--- config.mk ---
export PLATFORM = sky130hd
export DESIGN_NAME = digit_scan
export DESIGN_NICKNAME = d
export VERILOG_FILES = /design/src/rtl/digit_scan.sv
export SDC_FILE = /design/constraint.sdc
export NUM_CORES = 1
export LEC_CHECK = 0
export BUFFER_PORTS_ARGS = -buffer_cell sky130_fd_sc_hd__buf_2
export CAP_MARGIN = 20
export CORE_MARGIN = 2
export CORE_UTILIZATION = 45
export CTS_CLUSTER_SIZE = 40
export DETAILED_ROUTE_END_ITERATION = 8
export MAX_ROUTING_LAYER = met4
export PLACE_DENSITY = 0.69
export SLEW_MARGIN = 20
export SYNTH_ARGS = -nofsm -noshare
export SYNTH_HDL_FRONTEND = slang
export SYNTH_SLANG_ARGS = --single-unit
--- constraint.sdc ---
create_clock -name clk -period 7.3 [get_ports clk]
set_input_delay 0.73 -clock clk [delete_from_list [all_inputs] [get_ports clk]]
set_output_delay 0.73 -clock clk [all_outputs]
set_load 0.05 [all_outputs]
--- src/rtl/digit_scan.sv ---
// Six-digit multiplexed seven-segment driver for the HH:MM:SS watch display.
// One digit is driven per scan slot onto a shared active-low segment bus, with
// an active-low anode select. All six digits and the blink mask are captured
// once per frame so a frame never shows a mix of old and new time values.
module digit_scan #(
  parameter int SCAN_DIV     = 50000,
  parameter int BLINK_FRAMES = 64,
  parameter int LEAD_BLANK   = 1
) (
  input  logic       clk,
  input  logic       rst,
  input  logic       EN,
  input  logic [3:0] sec_lo,
  input  logic [3:0] sec_hi,
  input  logic [3:0] min_lo,
  input  logic [3:0] min_hi,
  input  logic [3:0] hour_lo,
  input  logic [3:0] hour_hi,
  input  logic [5:0] blink_mask,
  output logic [7:0] seg,
  output logic [5:0] an
);

  localparam int DIV_W = $clog2(SCAN_DIV);
  localparam int FRM_W = (BLINK_FRAMES > 1) ? $clog2(BLINK_FRAMES) : 1;
  localparam logic [DIV_W-1:0] DIV_LAST = DIV_W'(SCAN_DIV - 1);
  localparam logic [FRM_W-1:0] FRM_LAST = FRM_W'(BLINK_FRAMES - 1);

  logic [DIV_W-1:0] div;
  logic [2:0]       idx;
  logic [FRM_W-1:0] frame_cnt;
  logic             blink_phase;
  logic [5:0][3:0]  snap;
  logic [5:0]       snap_mask;

  logic             tick;
  logic [3:0]       cur_digit;
  logic             cur_blink;
  logic [7:0]       seg_next;
  logic [5:0]       an_next;

  // Active-low a..g pattern for one BCD value; non-decimal codes are blank.
  function automatic logic [6:0] decode7(input logic [3:0] v);
    logic [6:0] p;
    case (v)
      4'd0:    p = 7'b1000000;
      4'd1:    p = 7'b1111001;
      4'd2:    p = 7'b0100100;
      4'd3:    p = 7'b0110000;
      4'd4:    p = 7'b0011001;
      4'd5:    p = 7'b0010010;
      4'd6:    p = 7'b0000010;
      4'd7:    p = 7'b1111000;
      4'd8:    p = 7'b0000000;
      4'd9:    p = 7'b0010000;
      default: p = 7'b1111111;
    endcase
    return p;
  endfunction

  // Select the digit for the current slot; slot 0 bypasses the snapshot
  // because the snapshot is being refreshed on that very edge.
  always_comb begin
    tick      = (div == DIV_LAST);
    cur_digit = 4'd0;
    cur_blink = 1'b0;
    case (idx)
      3'd0: begin cur_digit = sec_lo;  cur_blink = blink_mask[0]; end
      3'd1: begin cur_digit = snap[1]; cur_blink = snap_mask[1];  end
      3'd2: begin cur_digit = snap[2]; cur_blink = snap_mask[2];  end
      3'd3: begin cur_digit = snap[3]; cur_blink = snap_mask[3];  end
      3'd4: begin cur_digit = snap[4]; cur_blink = snap_mask[4];  end
      3'd5: begin cur_digit = snap[5]; cur_blink = snap_mask[5];  end
      default: begin cur_digit = 4'd0; cur_blink = 1'b0; end
    endcase

    seg_next[6:0] = decode7(cur_digit);
    if ((LEAD_BLANK != 0) && (idx == 3'd5) && (cur_digit == 4'd0))
      seg_next[6:0] = 7'h7F;
    if (blink_phase && cur_blink)
      seg_next[6:0] = 7'h7F;
    // Decimal points separate HH.MM.SS and ignore blinking.
    seg_next[7] = ~((idx == 3'd2) || (idx == 3'd4));
    an_next     = ~(6'd1 << idx);
  end

  // Scan divider, digit index, frame/blink counters, snapshot and outputs.
  always_ff @(posedge clk) begin
    if (rst) begin
      div         <= '0;
      idx         <= 3'd0;
      frame_cnt   <= '0;
      blink_phase <= 1'b0;
      snap        <= '0;
      snap_mask   <= 6'd0;
      seg         <= 8'hFF;
      an          <= 6'h3F;
    end else if (!EN) begin
      // Frame counter and blink phase deliberately hold across a pause.
      div <= '0;
      idx <= 3'd0;
      seg <= 8'hFF;
      an  <= 6'h3F;
    end else if (tick) begin
      div <= '0;
      seg <= seg_next;
      an  <= an_next;
      if (idx == 3'd0) begin
        snap      <= {hour_hi, hour_lo, min_hi, min_lo, sec_hi, sec_lo};
        snap_mask <= blink_mask;
      end
      if (idx == 3'd5) begin
        idx <= 3'd0;
        if (frame_cnt == FRM_LAST) begin
          frame_cnt   <= '0;
          blink_phase <= ~blink_phase;
        end else begin
          frame_cnt <= frame_cnt + 1'b1;
        end
      end else begin
        idx <= idx + 3'd1;
      end
    end else begin
      div <= div + 1'b1;
    end
  end

endmodule
==> impl.org, run 1 <==
** Floorplan
- The initialized floorplan defines 29 standard-cell rows.
- From bottom edge to top edge, the die measures 85.5 um.
- Starting density of the core :: 46.8%
- Pin placement for this block handled 47 I/O pins.
- From left edge to right edge, the die measures 85.5 um.
- The die covers 0.00732 sq mm.
- Total core area :: 0.00639 sq mm

** Clock network
- After clock tree synthesis, the setup repair step added 0 buffers.
- Number of buffers on the longest clock path :: 2
- Clock-pin slew was measured on the worst setup and hold paths at 70 ps.
- In this run the clock root is driven by a sky130_fd_sc_hd__clkbuf_8.
- CTS saw 65 sinks.
- Number of buffers added to fix hold violations after cts :: 0
- CTS tree :: built
- After clock tree synthesis, the repair step resized 0 gates.
- For the worst-skew pair, the clock arrives at the later sink with an insertion delay of 340 ps.
- Max H-tree Level :: 3
- The number of clock buffers added by TritonCTS is 9.

** Setup path
- Category of the critical setup timing path :: flop to flop
- Data arrives at the worst endpoint at 3200 ps.
- The worst register-to-register path has a setup slack of 4390 ps.
- Required time at the endpoint of the critical path :: 7590 ps
- CP Launch Type :: flop
- Capture point of the worst reg-to-reg path :: seg[4]
- Top fanout value on the critical path :: 17
- Setup crit end kind :: flop
- Worst setup path startpoint :: idx[2]
- Critical path capture point :: seg[4]
- In this run the critical register-to-register path is launched from idx[2].
- Measured in cells, the most critical reg-to-reg path has a length of 10.

** Drt
- Post-Route WL :: 6360 um
- For this run, design rule violations remaining after detail routing come to 0.
- The detailed router finished its first iteration with 115 violations.
- The first TritonRoute pass finished after 4 iterations.
- Routed length per instance :: 13.2 um
- Total via count after detailed routing :: 2556
- Antenna violation net count after detailed routing :: 0
- Via density per instance :: 5.29

** GRT
- GRT Util Overall :: 19.4%
- Antenna violations before repair :: 0
- Global-route wire length before repair :: 10800 um
- Via count of the first global-routing pass :: 2259
- Global routing finished with a remaining overflow of 0.
- Entering global routing, the biggest net connects 38 pins.

** Power
- Portion of total power attributed to the clock network :: 44.0%
- Power density over the cells :: 200 mW/mm^2
- Internal Power :: 0.533 mW
- IR analysis of the VDD net gives a maximum drop of 0.121 mV.
- Seq pwr share :: 52.0%
- In this run the static leakage power is 1.20 nW.
- Combinational share of power :: 4.1%
- Of the total power, the share spent switching nets is 22.0%.
- NetSw :: 0.151 mW
- After layout, the design draws a total of 0.684 mW.

** Synth
- In this run the biggest area consumer among cell types represents 43.5% of the synthesized area.
- Yosys printed 0 warnings.
- The synthesized design contains 0 enable-type register cells.
- Count of different cell masters after synthesis :: 50
- Syn nets :: 407
- The average instance in the mapped netlist occupies 8.17 sq um.
- Of the synthesized area, sequential elements account for 43.5%.
- Counting flops with an async set or reset pin after synthesis yields a share of 0%.
- Of all cell types, the one taking the most synthesized area is sky130_fd_sc_hd__dfxtp_1.
- After synthesis the netlist holds a flip-flop and latch count of 65.
- Yosys attributes the largest share of cell area to sky130_fd_sc_hd__dfxtp_1 (43%), sky130_fd_sc_hd__nand2_1 (9.0%), sky130_fd_sc_hd__a21oi_1 (6.9%).
- In the synthesized netlist, the number of instances is 366.
- Post-synth top flop :: sky130_fd_sc_hd__dfxtp_1
- The cell area that synthesis handed to floorplanning was 0.00299 sq mm.

** Finish
- Count of placed standard cells in the final layout, fillers left out :: 483
- Final Net Count :: 442
- Summing all non-filler instances in the final layout gives an area of 0.00342 sq mm.
- In the final layout, the share of cells above drive strength 1 is 17.5%.
- Area growth from synthesis to layout :: 14.2%
- Final core utilization :: 53.5%
- Most used cells in the layout excluding fill and tap cells :: sky130_fd_sc_hd__nand2_1 (72), sky130_fd_sc_hd__dfxtp_1 (65), sky130_fd_sc_hd__buf_2 (46)
- The number of antenna diodes in the final layout is 0.
- Leading cell type in the layout, fill and taps excluded :: sky130_fd_sc_hd__nand2_1
- Filler cell count :: 648

** Placement
- Timing analysis after detailed placement gives a worst setup slack of 4460 ps.
- Port-buffer cells :: 46
- At the end of routability-driven placement, the weighted congestion stood at 0.912.
- Detailed placement ended at an HPWL of 4550 um.
- Including well taps, the total number of placed cells is 467.
- Placed cell areas :: 0.00322 sq mm

** STA
- The smallest clock period supported by the final layout is computed as 2910 ps.
- Setup violations remaining at the end of the flow were counted as 0.
- Setup repair after global routing left no endpoint under its margin.
- The worst pin sits at a relative slew slack of 37.6%.
- Across the routed clock network, the largest skew measured is 6.27 ps.
- After routing, the total negative slack on setup checks comes to 0 ps.
- Final period util :: 39.9%
- At the pin with the least slew margin, the transition time is 933 ps.
- Final number of hold-violating endpoints :: 0
- On the final layout, the worst hold slack is 452 ps.
- Final worst slack :: 4390 ps
- Number of pins exceeding their max-slew limit in the final report :: 0
- Static timing analysis puts the maximum clock frequency at 343 MHz.

** Run
- Max-cap viol count :: 0

** Run status
- Outcome :: finished, final reports clean

** Worst hold path
- Classification of the worst-slack hold path :: flop to flop
- Along the worst hold path, the cell count comes to 1.
[synthesized netlist by cell type, types with 3 or more instances]
cell,n
sky130_fd_sc_hd__xnor2_1,10
sky130_fd_sc_hd__mux2_2,3
sky130_fd_sc_hd__inv_1,6
sky130_fd_sc_hd__buf_2,6
sky130_fd_sc_hd__nand2_1,72
sky130_fd_sc_hd__nand2b_1,7
sky130_fd_sc_hd__mux2i_1,4
sky130_fd_sc_hd__nand4_1,6
sky130_fd_sc_hd__and3_1,4
sky130_fd_sc_hd__dfxtp_1,65
sky130_fd_sc_hd__nor3_1,11
sky130_fd_sc_hd__a31o_2,3
sky130_fd_sc_hd__or3_1,3
sky130_fd_sc_hd__ha_1,8
sky130_fd_sc_hd__nand3_1,10
sky130_fd_sc_hd__nor2_1,37
sky130_fd_sc_hd__o22a_1,3
sky130_fd_sc_hd__a21oi_1,41
sky130_fd_sc_hd__xor2_1,7
sky130_fd_sc_hd__nor4bb_1,4
sky130_fd_sc_hd__o21ai_0,7
sky130_fd_sc_hd__clkbuf_1,14
sky130_fd_sc_hd__o211ai_1,4
[worst min-delay path by stage]
stage                 start           end  slack, ps
2_1_floorplan        div[0]        div[0]        420
3_3_place_gp         div[0]        div[0]        430
3_5_place_dp         div[0]        div[0]        440
4_1_cts        snap_mask[5]  snap_mask[5]        460
5_1_grt        snap_mask[2]  snap_mask[2]        470
6_report             div[0]        div[0]        450
[logic make-up (layout without fill, tap and decap cells)]
kind of cell	Yosys count	count (layout)	share of synthesized area [%]
fa+ha+maj	8	8	3.35
flops	65	65	43.5
buf+inv	28	68	4.01
simple gates	169	169	26.5
mux	8	8	2.97
compound gates	71	71	14.7
xor+xnor	17	17	4.98
[area by class of cell]
type	instances	area, sq um	area share, %
flip-flops and latches	65	1300	38.1
repair buffers	46	230	6.74
clock inverters	5	55.1	1.61
clock buffers	11	141	4.14
multi-input cells	273	1570	46.0
inverters	6	22.5	0.659
well taps	77	96.3	2.82
[power groups by stage]
stage	Sequential (mW)	Combinational [mW]	Clock, mW
2_1_floorplan	0.363	0.0162	0
3_3_place_gp	0.363	0.0275	0
3_5_place_dp	0.363	0.0279	0
4_1_cts	0.355	0.0280	0.310
5_1_grt	0.355	0.0315	0.330
6_report	0.355	0.0278	0.301
[metal layers]
| layer | global-route usage [%] | up-vias | wire, um |
|---|---|---|---|
| li1 | - | 1331 | - |
| met1 | 26.1 | 1171 | 3200 |
| met2 | 27.3 | 48 | 2810 |
| met3 | 5.20 | 6 | 262 |
| met4 | 8.37 | 0 | 92 |
| met5 | - | - | 0 |
[registers in the layout (all words and copies together) (netlist names)]
signal and count:
frame_cnt 6, snap 20, snap_mask 5, seg 8, an 6, blink_phase 1
div 16, idx 3
[worst max-delay path, stage by stage (launching register included)]
cell                        delay, ps
sky130_fd_sc_hd__dfxtp_1          710
sky130_fd_sc_hd__inv_1            100
sky130_fd_sc_hd__ha_1             310
sky130_fd_sc_hd__a32o_1           230
sky130_fd_sc_hd__nor3_1           510
sky130_fd_sc_hd__ha_1             280
sky130_fd_sc_hd__nand4bb_1        110
sky130_fd_sc_hd__nand3_1          190
sky130_fd_sc_hd__nor2_1            60
sky130_fd_sc_hd__a22oi_1          220
sky130_fd_sc_hd__o22a_1           140
Note: power is estimated with default switching activity, not from simulation.
==> inputs of run 2 (changes only) <==
Clock period 7.3 ns to 3 ns, I/O delays scaled along.
==> run 2 against run 1 <==
  * Highest routed layer unchanged
  * Worst setup slack worse by 3900 ps
  * Clock skew down 1.2 ps
  * Power rose to 2.5 times the previous value
  * Non-clock buffer count up 9
  * Critical endpoint is now seg[3]
  * Utilization up 1.2 points
  * Combinational power rose to 2.6 times the previous value
  * Routed wire length up 4.0%
  * Worst hold slack worse by 260 ps
  * Sequential power up 140%
  * Fmax up 17%
==> impl.org, run 2 (synthesis gave the netlist of run 1 again) <==
** Drt
- The first-iteration detailed-routing DRC count came to 89 (-23%).
- Via density per instance :: 5.36 (+1.2%)
- Total via count after detailed routing :: 2635 (+3.1%)
- Routed length per instance :: 13.4 um (+2.1%)
- The number of design rule violations left after detail routing is 0 (unchanged).
- Post-Route WL :: 6610 um (+4.0%)
- First drt pass iteration count :: 4 (unchanged)
- Antenna violation net count after detailed routing :: 0 (unchanged)

** STA
- The hold violation count in the final report came to 0 (unchanged).
- Setup repair after global routing left no endpoint under its margin.
- The measured slew at the worst slew-check pin came to 702 ps (-232 ps).
- Relative max-transition margin :: 53.1% (+16 points)
- Number of pins exceeding their max-slew limit in the final report :: 0 (unchanged)
- Max Clk Rate :: 402 MHz (+17%)
- The slack of the critical path came to 513 ps (-3880 ps).
- The setup TNS is 0 ps (unchanged).
- Period minus WS final :: 2490 ps (-425 ps)
- The clock skew after layout was 5.04 ps (-1.22 ps).
- Setup-violating endpoint count in the final report :: 0 (unchanged)
- The ratio of final minimum period to clock period is 82.9% (+43 points).

** GRT
- Via count of the first global-routing pass :: 2528 (+12%)
- Global-route wire length before repair :: 11300 um (+3.9%)
- GRT Util Overall :: 20.1% (+0.72 points)
- The initial antenna violation count came to 0 (unchanged).
- The global-route congestion overflow total was 0 (unchanged).
- The largest net degree at the start of global routing was 38 (unchanged).

** Placement
- The final weighted congestion of routability-driven global placement came to 0.942 (+3.3%).
- Hpwl dp :: 4770 um (+4.7%)
- Placed cell areas :: 0.00329 sq mm (+2.1%)
- Port-buffer cells :: 46 (unchanged)
- The minimum setup slack after placement came to 517 ps (-3940 ps).

** Finish
- Register with the most flip-flops :: snap
- Area growth from synthesis to layout :: 16.9%
- Max FFs per register :: 20 (unchanged)
- The share of the core filled with cells in the final layout came to 54.7% (+1.2 points).
- Leading cell type in the layout, fill and taps excluded :: sky130_fd_sc_hd__nand2_1
- Final Net Count :: 451 (+2.0%)
- Final standard cell area without fillers :: 0.00350 sq mm (+2.3%)
- Layout cell share with drive strength beyond 1 :: 19.0% (+1.5 points)
- The largest registers in the layout are snap: 20 flops, div: 16 flops, seg: 8 flops.
- The number of diodes came to 0 (unchanged).
- Most used cells in the layout excluding fill and tap cells :: sky130_fd_sc_hd__nand2_1 (72), sky130_fd_sc_hd__dfxtp_1 (65), sky130_fd_sc_hd__buf_2 (46)

** Setup path
- The count of buffering cells on the critical path with inverters included was 1 (unchanged).
- The cell depth of the worst setup path was 10 (unchanged).
- The largest individual stage delay along the critical path comes from the cell sky130_fd_sc_hd__dfxtp_1.
- The worst reg-to-reg path cell count is 10 (unchanged).
- Data arrival time of the critical path :: 2700 ps (-500 ps)
- Crit-path max cell delay :: 490 ps (-220 ps)
- In this design, the largest share of critical-path delay is due to compound AO/OA/AOI/OAI gates.
- The highest net fanout along the worst path was 9 (-8).
- Critical Path, Cell by Cell :: and2_1 -> ha_1 -> a21oi_1 -> o211ai_1 -> inv_1 -> ha_1 -> nand4bb_1 -> nand3_1 -> a21oi_1 -> a21oi_1
- The worst setup path is launched from a flop.
- STA classifies the critical path endpoint as a flop.
- Category of the critical setup timing path :: flop to flop
- Most used cell, CP :: sky130_fd_sc_hd__a21oi_1
- Required time at the endpoint of the critical path :: 3220 ps (-4370 ps)

** Floorplan
- Die height :: 85.5 um (unchanged)
- The floorplan row count was 29 (unchanged).
- Die Area :: 0.00732 sq mm (unchanged)
- Total core area :: 0.00639 sq mm (unchanged)
- The I/O pin count came to 47 (unchanged).
- The horizontal extent of the die was 85.5 um (unchanged).
- The initial standard-cell utilization of the core was 46.8% (unchanged).

** Clock network
- The tree is rooted in a sky130_fd_sc_hd__clkbuf_8.
- The deepest level of the CTS H-tree is 3 (unchanged).
- Number of buffers added for setup after CTS :: 0 (unchanged)
- The maximum number of buffers from clock root to sink is 2 (unchanged).
- The number of clock sinks was 65 (unchanged).
- The clock slew at the register clock pins of the worst setup and hold paths came to 70 ps (about the same).
- The hold buffer count at CTS came to 0 (unchanged).
- Clock insertion delay at the later pin of the skew report :: 340 ps (about the same)
- Total CTS buffers :: 9 (unchanged)
- TritonCTS built the clock tree.
- The number of cells upsized or downsized after cts was 0 (unchanged).

** Power
- The cell-internal power is 1.35 mW (+150%).
- The maximum vdd drop is 0.265 mV (+120%).
- Fraction of power spent switching nets :: 21.2% (-0.81 points)
- The power after layout was 1.71 mW (+150%).
- Leak :: 1.25 nW (+4.7%)
- Portion of total power attributed to the clock network :: 45.2% (+1.2 points)
- The total power divided by cell area came to 490 mW/mm^2 (+140%).
- The sequential share of power is 50.5% (-1.5 points).
- NetSw :: 0.363 mW (+140%)
- Combinational share of power :: 4.2% (about the same)

** Run
- The total of max-cap violations came to 0 (unchanged).

** Worst hold path
- Classification of the worst-slack hold path :: input port to flop
- The hold path depth is 3 (+2).

** Run status
- Outcome :: finished, final reports clean
[run 2: area by class of cell]
type | instances | area (sq um)
Fill cell | 618 | 2890
Multi-Input combinational cell | 273 | 1570
Sequential cell | 65 | 1300
Timing Repair Buffer | 55 | 298
Clock buffer | 14 | 173
Tap cell | 77 | 96.3
Clock inverter | 2 | 35.0
Inverter | 6 | 22.5
[run 2: power by group through the flow]
stage	clock (mW)	sequential [mW]	combinational, mW
3_5_place_dp	0	0.885	0.0722
4_1_cts	0.791	0.865	0.0726
6_report	0.774	0.865	0.0724
3_3_place_gp	0	0.884	0.0704
5_1_grt	0.833	0.864	0.0811
2_1_floorplan	0	0.884	0.0394
[run 2: per-stage QoR]
step                std cells  hold WS (ps)
finish                    492           193
global route              492           187
CTS                       492           179
detailed placement        476           443
global placement          476           432
floorplan                 366           418
[run 2: final timing paths]
path	to	startpoint	slack, ps
worst max-delay path	seg[3]	idx[1]	510
worst min register to register	snap[23]	snap[23]	450
worst min-delay path	snap[19]	hour_lo[3]	190
worst max register to register	seg[3]	idx[1]	510
[run 2: worst reg2reg max path, cell delays in order (launching register included)]
cell and delay (ps):
sky130_fd_sc_hd__dfxtp_1 490, sky130_fd_sc_hd__and2_1 180, sky130_fd_sc_hd__ha_1 300, sky130_fd_sc_hd__a21oi_1 110, sky130_fd_sc_hd__o211ai_1 190, sky130_fd_sc_hd__inv_1 140
sky130_fd_sc_hd__ha_1 240, sky130_fd_sc_hd__nand4bb_1 100, sky130_fd_sc_hd__nand3_1 150, sky130_fd_sc_hd__a21oi_1 350, sky130_fd_sc_hd__a21oi_1 110
[run 2: layer usage]
layer	routed length (um)	track usage, %
met4	189	9.96
met2	2940	30.2
met1	3190	24.7
met3	294	5.77
met5	0	-
==> inputs of run 3 (changes only) <==
Clock period 3 ns to 2.3 ns, I/O delays scaled along.
==> run 3 against run 2 <==
  * Utilization up 3.2 points
  * First-iteration DRC count up 16%
  * Sequential share of layout area fell by 1.9 points
  * Combinational power increased by 48%
  * Count of clock-buffer cells in the layout is 4 lower
  * Via count increased by 3.6%
  * Power up 43%
  * Worst hold slack lost 71 ps
  * Worst setup slack worse by 390 ps
  * Sequential power rose by 31%
  * Clock skew grew 7.2 ps
  * Largest power group is now clock
  * Highest routed layer unchanged
==> impl.org, run 3 (synthesis gave the netlist of run 1 again) <==
** Run status
- The run finished with clean final reports.

** Finish
- Compared with the post-synthesis result, the final layout area differs by 23.8%.
- Register with the most flip-flops :: snap
- The layout net count is 465 (+3.1%).
- Max FFs per register :: 20 (unchanged)
- The number of diodes is 0 (unchanged).
- Leaving out fill and tap cells, the most frequent cells in the layout are sky130_fd_sc_hd__nand2_1 (72), sky130_fd_sc_hd__dfxtp_1 (63), sky130_fd_sc_hd__buf_2 (46).
- Layout cell share with drive strength beyond 1 :: 24.2% (+5.2 points)
- Leaving out fill and tap cells, the most frequent cell in the layout is sky130_fd_sc_hd__nand2_1.
- The largest registers in the layout are snap: 20 flops, div: 16 flops, seg: 8 flops.
- The number of fill cells came to 565 (-8.6%).

** GRT
- Largest net degree at the start of global routing :: 37 (-2.6%)
- The via count of the first global-routing pass was 2568 (+1.6%).
- Antenna violations before repair :: 0 (unchanged)
- The global-route wire length before repair was 11700 um (+3.7%).
- The global-route congestion overflow total is 0 (unchanged).
- The global-route total usage across every layer was 20.6% (+0.50 points).

** Setup path
- Worst setup path startpoint :: idx[0]
- CP max stage cell :: sky130_fd_sc_hd__dfxtp_1
- Category of the critical setup timing path :: flop to flop
- Crit-path max cell delay :: 410 ps (-80 ps)
- Start of the worst register-to-register path :: idx[0]
- Data arrival time of the critical path :: 2410 ps (-290 ps)
- Required time at the endpoint of the critical path :: 2530 ps (-690 ps)
- CP Launch Type :: flop
- Top fanout value on the critical path :: 7 (-2)
- The signal on the critical path passes through and2_1 -> ha_4 -> a21oi_1 -> o211ai_1 -> inv_1 -> ha_1 -> or3_1 -> o211a_1 -> o22a_1.
- Setup crit end kind :: flop

** Drt
- Antenna violation net count after detailed routing :: 0 (unchanged)
- 1st-iter DRT viols :: 103 (+16%)
- The detailed-route vias per instance is 5.39 (+0.70%).
- The overall routed net length was 6930 um (+4.8%).
- First drt pass iteration count :: 4 (unchanged)
- The number of design rule violations left after detail routing came to 0 (unchanged).
- Routed length per instance :: 13.7 um (+1.9%)
- Total via count after detailed routing :: 2729 (+3.6%)

** Clock network
- The number of CTS-inserted buffers is 9 (unchanged).
- The hold buffer count at CTS was 0 (unchanged).
- In this run the clock root is driven by a sky130_fd_sc_hd__clkbuf_8.
- Num Clock Sinks :: 65 (unchanged)
- CTS tree :: built
- The clock slew at the register clock pins of the worst setup and hold paths came to 80 ps (about the same).
- The maximum number of buffers from clock root to sink is 2 (unchanged).
- Max H-tree Level :: 3 (unchanged)
- The worst-skew pair later-pin latency is 340 ps (about the same).

** Floorplan
- The placeable core region came to 0.00639 sq mm (unchanged).
- I/O pin count :: 47 (unchanged)
- The horizontal extent of the die came to 85.5 um (unchanged).
- Number of placement rows :: 29 (unchanged)
- The initial standard-cell utilization of the core was 46.8% (unchanged).
- Die height :: 85.5 um (unchanged)
- Die Area :: 0.00732 sq mm (unchanged)

** Placement
- The post-DP HPWL was 4960 um (+4.1%).
- The final weighted congestion of routability-driven global placement came to 0.899 (-4.6%).
- The minimum setup slack after placement is 24.5 ps (-493 ps).
- Port-buffer cells :: 46 (unchanged)

** STA
- The shortest period the worst path allows came to 2180 ps (-311 ps).
- The final number of max-transition violations is 0 (unchanged).
- Final number of hold-violating endpoints :: 0 (unchanged)
- Worst-Margin Slew :: 500 ps (-201 ps)
- Setup-violating endpoint count in the final report :: 0 (unchanged)
- Final worst slack :: 124 ps (-389 ps)
- The clock skew after layout came to 12.3 ps (+7.21 ps).
- The maximum frequency from static timing analysis is 460 MHz (+14%).
- Worst hold slack :: 122 ps (-71.1 ps)
- Final period util :: 94.6% (+12 points)
- Relative max-transition margin :: 66.6% (+13 points)

** Power
- Highest ir drop seen on vdd :: 0.546 mV (+110%)
- The leakage component of the power came to 1.35 nW (+7.7%).
- The total power divided by cell area was 659 mW/mm^2 (+35%).

** Worst hold path
- In this run the most critical hold path is launched from hour_hi[3].
- The worst hold path belongs to the class input port to flop.

** Run
- The total of max-cap violations is 0 (unchanged).
-- run 3: final timing paths --
check	slack (ps)	depth (start not counted)	endpoint
worst min-delay path	120	3	snap[23]
worst min register to register	450	2	snap_mask[2]
worst max-delay path	120	9	seg[0]
worst max register to register	120	9	seg[0]
-- run 3: area by class of cell --
cell class / count / area, sq um / area share [%]
clock buffer: 10 / 138 / 3.72
clock inverter: 6 / 115 / 3.11
tap: 77 / 96.3 / 2.60
timing repair buffer: 69 / 407 / 11.0
multi-input combinational: 273 / 1620 / 43.7
sequential: 65 / 1310 / 35.3
inverter: 6 / 22.5 / 0.608
-- run 3: routing by layer --
layer	wire (um)	share of wire (%)	vias up	global-route usage (%)
li1	-	-	1377	-
met2	3110	45	59	30.0
met1	3340	48	1277	27.7
met5	0	0	-	-
met4	152	2.2	0	9.52
met3	325	4.7	16	3.75
-- run 3: repair_timing --
action	CTS	global route
setup endpoints to repair	0	7
buffers inserted	0	1
resized for setup	0	10
-- run 3: worst max-delay path: cells and delay by family, from the launching register on --
family / cells / cell delay, ps
AND/OR/NAND/NOR: 2 / 610
AO/OA/AOI/OAI: 4 / 510
buffers and inverters: 1 / 110
adder cells (fa/ha/maj): 2 / 420
flip-flops: 1 / 410
-- run 3: metrics by stage --
stage                     total power [mW]  setup TNS, ps  util, %  instances  cell area (sq um)
after floorplan                       1.21              0        -        366               3010
after global placement                1.25              0     53.2        489               3400
after detailed placement              1.25              0     53.2        489               3400
after CTS                             2.46              0     57.2        505               3650
after global routing                  2.54          -26.6     58.0        506               3700
final                                 2.44              0     58.0        506               3700
-- run 3: power breakdown --
group | total (mW) | switching (mW) | internal, mW
registers | 1.13 | 0.00117 | 1.13
logic | 0.107 | 0.0554 | 0.0512
clock network | 1.21 | 0.456 | 0.753
total | 2.44 | 0.512 | 1.93
